File: config.mk
export PLATFORM = sky130hd
export DESIGN_NAME = bcd_scan_counter_flat
export DESIGN_NICKNAME = d
export VERILOG_FILES = /design/src/rtl/bcd_disp_pkg.sv /design/src/rtl/bcd_scan_counter_if.sv /design/src/rtl/bcd_digit_counter.sv /design/src/rtl/bcd_scan_counter.sv /design/src/flat_wrapper.sv
export SDC_FILE = /design/constraint.sdc
export NUM_CORES = 1
export LEC_CHECK = 0
export BUFFER_PORTS_ARGS = -buffer_cell sky130_fd_sc_hd__buf_2
export CAP_MARGIN = 10
export CORE_MARGIN = 1.5
export CORE_UTILIZATION = 50
export CTS_CLUSTER_SIZE = 8
export DETAILED_ROUTE_END_ITERATION = 7
export PLACE_DENSITY = 0.72
export SETUP_SLACK_MARGIN = 0.1
export SLEW_MARGIN = 20
export SYNTH_ARGS = -nofsm -noshare
export SYNTH_HDL_FRONTEND = slang
export SYNTH_SLANG_ARGS = --single-unit
File: constraint.sdc
create_clock -name clk -period 3.7 [get_ports clk]
set_clock_uncertainty 0.15 [all_clocks]
set_input_delay 0.555 -clock clk [delete_from_list [all_inputs] [get_ports clk]]
set_output_delay 0.555 -clock clk [all_outputs]
set_load 0.01 [all_outputs]
File: src/rtl/bcd_disp_pkg.sv
// Shared types and helpers for the BCD counter / digit-scan display path.
package bcd_disp_pkg;

  typedef logic [3:0] bcd_t;

  // The downstream segment decoder turns every segment off for this code.
  localparam bcd_t BLANK_CODE = 4'hF;

  function automatic bcd_t bcd_sat(input bcd_t nibble);
    return (nibble > 4'd9) ? 4'd9 : nibble;
  endfunction

endpackage

File: src/rtl/bcd_scan_counter_if.sv
// Count controls in, BCD count and scanned digit bus out.
interface bcd_scan_counter_if
  import bcd_disp_pkg::*;
#(
  parameter int NUM_DIGITS = 4
);

  logic                    clear;
  logic                    load;
  logic [4*NUM_DIGITS-1:0] load_val;
  logic                    cnt_en;
  logic                    tick;
  logic                    up;
  logic [4*NUM_DIGITS-1:0] count;
  logic                    carry;
  bcd_t                    D;
  logic [NUM_DIGITS-1:0]   dig_sel;

  modport master (
    output clear, load, load_val, cnt_en, tick, up,
    input  count, carry, D, dig_sel
  );

  modport slave (
    input  clear, load, load_val, cnt_en, tick, up,
    output count, carry, D, dig_sel
  );

endinterface

File: src/rtl/bcd_digit_counter.sv
// One BCD digit with clear/load and ripple increment/decrement.
module bcd_digit_counter
  import bcd_disp_pkg::*;
(
  input  logic clk,
  input  logic rst,
  input  logic clear,
  input  logic load,
  input  bcd_t load_digit,
  input  logic inc,
  input  logic dec,
  output bcd_t q,
  output logic wrap_out
);

  // Wrap is combinational so the next digit moves on the same edge.
  assign wrap_out = (inc && (q == 4'd9)) || (dec && (q == 4'd0));

  always_ff @(posedge clk) begin
    if (rst) begin
      q <= '0;
    end else if (clear) begin
      q <= '0;
    end else if (load) begin
      q <= bcd_sat(load_digit);
    end else if (inc) begin
      q <= (q == 4'd9) ? 4'd0 : q + 4'd1;
    end else if (dec) begin
      q <= (q == 4'd0) ? 4'd9 : q - 4'd1;
    end
  end

endmodule

File: src/rtl/bcd_scan_counter.sv
// Multi-digit BCD up/down counter driving a time-multiplexed single-digit bus
// with one-hot digit select and optional leading-zero blanking.
module bcd_scan_counter
  import bcd_disp_pkg::*;
#(
  parameter int NUM_DIGITS    = 4,
  parameter int SCAN_DIV      = 50000,
  parameter int BLANK_LEADING = 1
) (
  input  logic               clk,
  input  logic               rst,
  bcd_scan_counter_if.slave  bus
);

  localparam int PW = (SCAN_DIV > 1) ? $clog2(SCAN_DIV) : 1;
  localparam int IW = $clog2(NUM_DIGITS);

  logic                  step;
  logic [NUM_DIGITS:0]   inc_c;
  logic [NUM_DIGITS:0]   dec_c;
  logic [NUM_DIGITS-1:0] wrap;
  bcd_t                  q [NUM_DIGITS];
  logic                  carry_nxt;

  logic [PW-1:0]         presc;
  logic [IW-1:0]         scan_idx;
  logic [NUM_DIGITS-1:0] blank;
  logic                  zero_above;

  bcd_t                  d_p1;
  logic [NUM_DIGITS-1:0] sel_p1;
  logic                  carry_p1;

  // clear and load outrank the tick, so the ripple chain only starts on a plain tick.
  assign step     = bus.tick & bus.cnt_en & ~bus.clear & ~bus.load;
  assign inc_c[0] = step & bus.up;
  assign dec_c[0] = step & ~bus.up;

  for (genvar i = 0; i < NUM_DIGITS; i++) begin : g_digit
    bcd_digit_counter u_digit (
      .clk        (clk),
      .rst        (rst),
      .clear      (bus.clear),
      .load       (bus.load),
      .load_digit (bus.load_val[4*i +: 4]),
      .inc        (inc_c[i]),
      .dec        (dec_c[i]),
      .q          (q[i]),
      .wrap_out   (wrap[i])
    );
    assign inc_c[i+1]          = inc_c[i] & wrap[i];
    assign dec_c[i+1]          = dec_c[i] & wrap[i];
    assign bus.count[4*i +: 4] = q[i];
  end

  assign carry_nxt = inc_c[NUM_DIGITS] | dec_c[NUM_DIGITS];

  // A digit above 0 blanks when it and every higher digit read zero.
  always_comb begin
    blank      = '0;
    zero_above = 1'b1;
    for (int i = NUM_DIGITS - 1; i > 0; i--) begin
      zero_above = zero_above && (q[i] == 4'd0);
      blank[i]   = (BLANK_LEADING != 0) && zero_above;
    end
  end

  always_ff @(posedge clk) begin
    if (rst) begin
      presc    <= '0;
      scan_idx <= '0;
    end else if (presc == PW'(SCAN_DIV - 1)) begin
      presc    <= '0;
      scan_idx <= (scan_idx == IW'(NUM_DIGITS - 1)) ? '0 : scan_idx + 1'b1;
    end else begin
      presc    <= presc + 1'b1;
    end
  end

  // ---- stage p1: D, dig_sel and carry registered together ----
  always_ff @(posedge clk) begin
    if (rst) begin
      d_p1     <= 4'h0;
      sel_p1   <= NUM_DIGITS'(1);
      carry_p1 <= 1'b0;
    end else begin
      d_p1     <= blank[scan_idx] ? BLANK_CODE : q[scan_idx];
      sel_p1   <= NUM_DIGITS'(1) << scan_idx;
      carry_p1 <= carry_nxt;
    end
  end

  assign bus.D       = d_p1;
  assign bus.dig_sel = sel_p1;
  assign bus.carry   = carry_p1;

endmodule
File: src/flat_wrapper.sv
// flat-port wrapper written by rule: the top's interface ports become plain ports
module bcd_scan_counter_flat import bcd_disp_pkg::*;
#(
  parameter int NUM_DIGITS    = 4,
  parameter int SCAN_DIV      = 50000,
  parameter int BLANK_LEADING = 1
)
  (clk, rst, bus_clear, bus_load, bus_load_val, bus_cnt_en, bus_tick, bus_up, bus_count, bus_carry, bus_D, bus_dig_sel);
  bcd_scan_counter_if #(.NUM_DIGITS(NUM_DIGITS)) bus_i ();
  input  logic clk;
  input  logic rst;
  input wire logic [$bits(bus_i.clear)-1:0] bus_clear;
  input wire logic [$bits(bus_i.load)-1:0] bus_load;
  input wire logic [$bits(bus_i.load_val)-1:0] bus_load_val;
  input wire logic [$bits(bus_i.cnt_en)-1:0] bus_cnt_en;
  input wire logic [$bits(bus_i.tick)-1:0] bus_tick;
  input wire logic [$bits(bus_i.up)-1:0] bus_up;
  output wire logic [$bits(bus_i.count)-1:0] bus_count;
  output wire logic [$bits(bus_i.carry)-1:0] bus_carry;
  output wire logic [$bits(bus_i.D)-1:0] bus_D;
  output wire logic [$bits(bus_i.dig_sel)-1:0] bus_dig_sel;
  assign bus_i.clear = bus_clear;
  assign bus_i.load = bus_load;
  assign bus_i.load_val = bus_load_val;
  assign bus_i.cnt_en = bus_cnt_en;
  assign bus_i.tick = bus_tick;
  assign bus_i.up = bus_up;
  assign bus_count = bus_i.count;
  assign bus_carry = bus_i.carry;
  assign bus_D = bus_i.D;
  assign bus_dig_sel = bus_i.dig_sel;
  bcd_scan_counter #(.NUM_DIGITS(NUM_DIGITS), .SCAN_DIV(SCAN_DIV), .BLANK_LEADING(BLANK_LEADING)) u_core (.clk(clk), .rst(rst), .bus(bus_i));
endmodule
==> impl_metrics.env <==
export IMPL_wl_per_cell_um=14.16
export IMPL_r2r_setup_slack_ns=1.25
export IMPL_htree_num_levels=2
export IMPL_p_leak_uw=0.001176
export IMPL_yosys_warnings=0
export IMPL_clockBufferDepth=2
export IMPL_num_antenna_cells=0
export IMPL_drc=0
export IMPL_r2r_end="u_core.g_digit[3].u_digit.q[2]"
export IMPL_cts_resized=0
export IMPL_synth_largest_area_cell="dfxtp_1"
export IMPL_dr_pass1_iters=4
export IMPL_synth_top_cell_area_share=0.3140
export IMPL_die_y_um=77.05
export IMPL_area_delta_synth_final_pct=10.77
export IMPL_root_buffer="clkbuf_8"
export IMPL_ys_flop_type="dfxtp_1"
export IMPL_async_flop_share=0
export IMPL_post_route_period_util=0.6611
export IMPL_fmax_mhz=408.8
export IMPL_num_nets_final=398
export IMPL_grt_usage=0.2192
export IMPL_min_from="u_core.presc[0]"
export IMPL_hold_path_end="u_core.presc[0]"
export IMPL_hold_viol=0
export IMPL_grt_pass1_vias=2280
export IMPL_grt_antenna_before_repair=0
export IMPL_post_cts_buffers=0
export IMPL_maxSlewHeadroom=0.6166
export IMPL_design_portCount=48
export IMPL_final_cell_mix="nor2_1, buf_2, dfxtp_1"
export IMPL_grt_setup_unrepaired="false"
export IMPL_vias=2592
export IMPL_nFillCells=498
export IMPL_layout_min_cycle_time_ns=2.446
export IMPL_peakVddDrop_mv=0.2421
export IMPL_hpwl_um=4567
export IMPL_drive_gt1_frac=0.1930
export IMPL_drv_slew=0
export IMPL_synth_cell_types=57
export IMPL_grt_start_max_net_pins=29
export IMPL_crit_type="reg -> reg"
export IMPL_initial_core_util=0.5267
export IMPL_finish_utilization=0.5834
export IMPL_cts_tree="built"
export IMPL_setup_viol=0
export IMPL_status="complete, no violations"
export IMPL_rows=26
export IMPL_reg2regPathDepth=7
export IMPL_synth_area_leaders="dfxtp_1, nor2_1, o21ai_0"
export IMPL_clk_latency_ns=0.29
export IMPL_clk_pin_slew_ns=0.09
export IMPL_portBuffers=47
export IMPL_finalInstanceArea_mm2=0.003037
export IMPL_cts_sinks=43
export IMPL_syn_instance_count=346
export IMPL_die_area_mm2=0.005936
export IMPL_hp_class="reg -> reg"
export IMPL_cp_end_kind="flop"
export IMPL_final_common_cell="nor2_1"
export IMPL_syn_area_mm2=0.002741
export IMPL_gp_congestion=0.9205
export IMPL_tightestPinTransition_ns=0.5699
export IMPL_dpl_instance_area_mm2=0.002952
export IMPL_routed_wl_um=6275
export IMPL_overflow=0
export IMPL_grt_pass1_wl_um=10690
export IMPL_timing_rr_start="u_core.g_digit[0].u_digit.q[0]"
export IMPL_powerDensity_mw_per_mm2=298.6
export IMPL_ant_nets=0
export IMPL_synth_seq_cells=43
export IMPL_hold_buffers=0
export IMPL_holdPathStages=1
export IMPL_synth_edff_count=0
export IMPL_path_max_fanout=16
export IMPL_core_mm2=0.005205
export IMPL_fin_tns_setup_ns=0
export IMPL_ys_seq_area_frac=0.3140
export IMPL_cts_buffers=5
export IMPL_avgSynthCellArea_um2=7.923
export IMPL_die_x_um=77.05
export IMPL_cp_data_arrival_time_ns=2.49
export IMPL_syn_nets=372
export IMPL_cp_required_ns=3.74
export IMPL_viasPerCell=5.851
export IMPL_cp_start_kind="flop"
export IMPL_cap_violations=0
export IMPL_first_iter_violations=142
-- power breakdown --
group          leakage (µW)  internal (µW)  switching [µW]
sequential         0.000349            473            24.6
combinational      0.000786           51.9            67.1
clock             0.0000412            132             158
total               0.00118            656             250
-- per-stage QoR --
step / total power, µW / hold slack [ns] / std cells / setup WS [ns]
final: 906.7 / 0.2959 / 443 / 1.254
after global routing: 955.8 / 0.3169 / 443 / 1.104
after CTS: 921.6 / 0.3010 / 443 / 1.303
after detailed placement: 626.4 / 0.2849 / 435 / 1.103
after global placement: 624.5 / 0.2789 / 435 / 1.151
after floorplan: 588.4 / 0.2632 / 346 / 1.487
-- cell type report --
class                           instances  area [µm²]  share of cell area
Clock buffer                            6       72.57             0.02390
Multi-Input combinational cell        262        1715              0.5649
Timing Repair Buffer                   48       242.7             0.07993
Inverter                               12       45.04             0.01483
Clock inverter                          2       12.51            0.004120
Sequential cell                        43       860.8              0.2835
Tap cell                               70       87.58             0.02884
-- metal layers --
metal | global-route usage | routed length, µm
met5 | 0 | 0
met1 | 0.3034 | 2793
met4 | 0.05455 | 29
met2 | 0.3549 | 3029
met3 | 0.03690 | 423
-- synthesized netlist by cell type, types with 4 or more instances --
| cell | instances |
|---|---|
| a31oi_1 | 9 |
| a221oi_1 | 7 |
| dfxtp_1 | 43 |
| nand2b_1 | 4 |
| o21ai_0 | 23 |
| nand4_1 | 6 |
| xor2_1 | 11 |
| o31ai_1 | 4 |
| nor2_1 | 54 |
| and3_1 | 6 |
| mux4_2 | 4 |
| clkbuf_1 | 21 |
| xnor2_1 | 12 |
| nor4_1 | 4 |
| nand3_1 | 14 |
| a21oi_1 | 14 |
| inv_1 | 12 |
| nor3_1 | 13 |
| nand2_1 | 18 |
-- worst max-delay path: stages (launching register included) --
cell and delay [ns]:
dfxtp_1 0.69, nor4bb_1 0.30, buf_4 0.20, nand4_1 0.18
o22ai_1 0.35, o32a_1 0.20, nor2_1 0.05, a31o_2 0.21
-- flip-flops by register name (all words and copies together) (netlist names) --
| signal | count |
|---|---|
| u_core.bus.D | 4 |
| u_core.bus.carry | 1 |
| u_core.bus.dig_sel | 4 |
| u_core.g_digit.u_digit.q | 16 |
| u_core.presc | 16 |
| u_core.scan_idx | 2 |
-- cells by family after synthesis --
logic type,Yosys count,share of synthesized area
XOR/XNOR,23,0.07348
flip-flops,43,0.3140
AND/OR/NAND/NOR,149,0.2948
multiplexers,7,0.04427
buffers and inverters,41,0.06024
adder cells (fa/ha/maj),3,0.01369
AO/OA/AOI/OAI,80,0.1995
-- worst max path at each step --
stage	start	endpoint	slack, ns	cells after the start
after CTS	u_core.g_digit[0].u_digit.q[0]	u_core.g_digit[3].u_digit.q[2]	1.30	7
final	u_core.g_digit[0].u_digit.q[0]	u_core.g_digit[3].u_digit.q[2]	1.25	7
after global routing	u_core.g_digit[0].u_digit.q[0]	u_core.g_digit[3].u_digit.q[2]	1.10	7
after detailed placement	bus_load	u_core.g_digit[3].u_digit.q[2]	1.10	7
after floorplan	bus_clear	u_core.g_digit[3].u_digit.q[1]	1.49	6
after global placement	bus_clear	u_core.g_digit[3].u_digit.q[1]	1.15	6
Note: power is estimated with default switching activity, not from simulation.
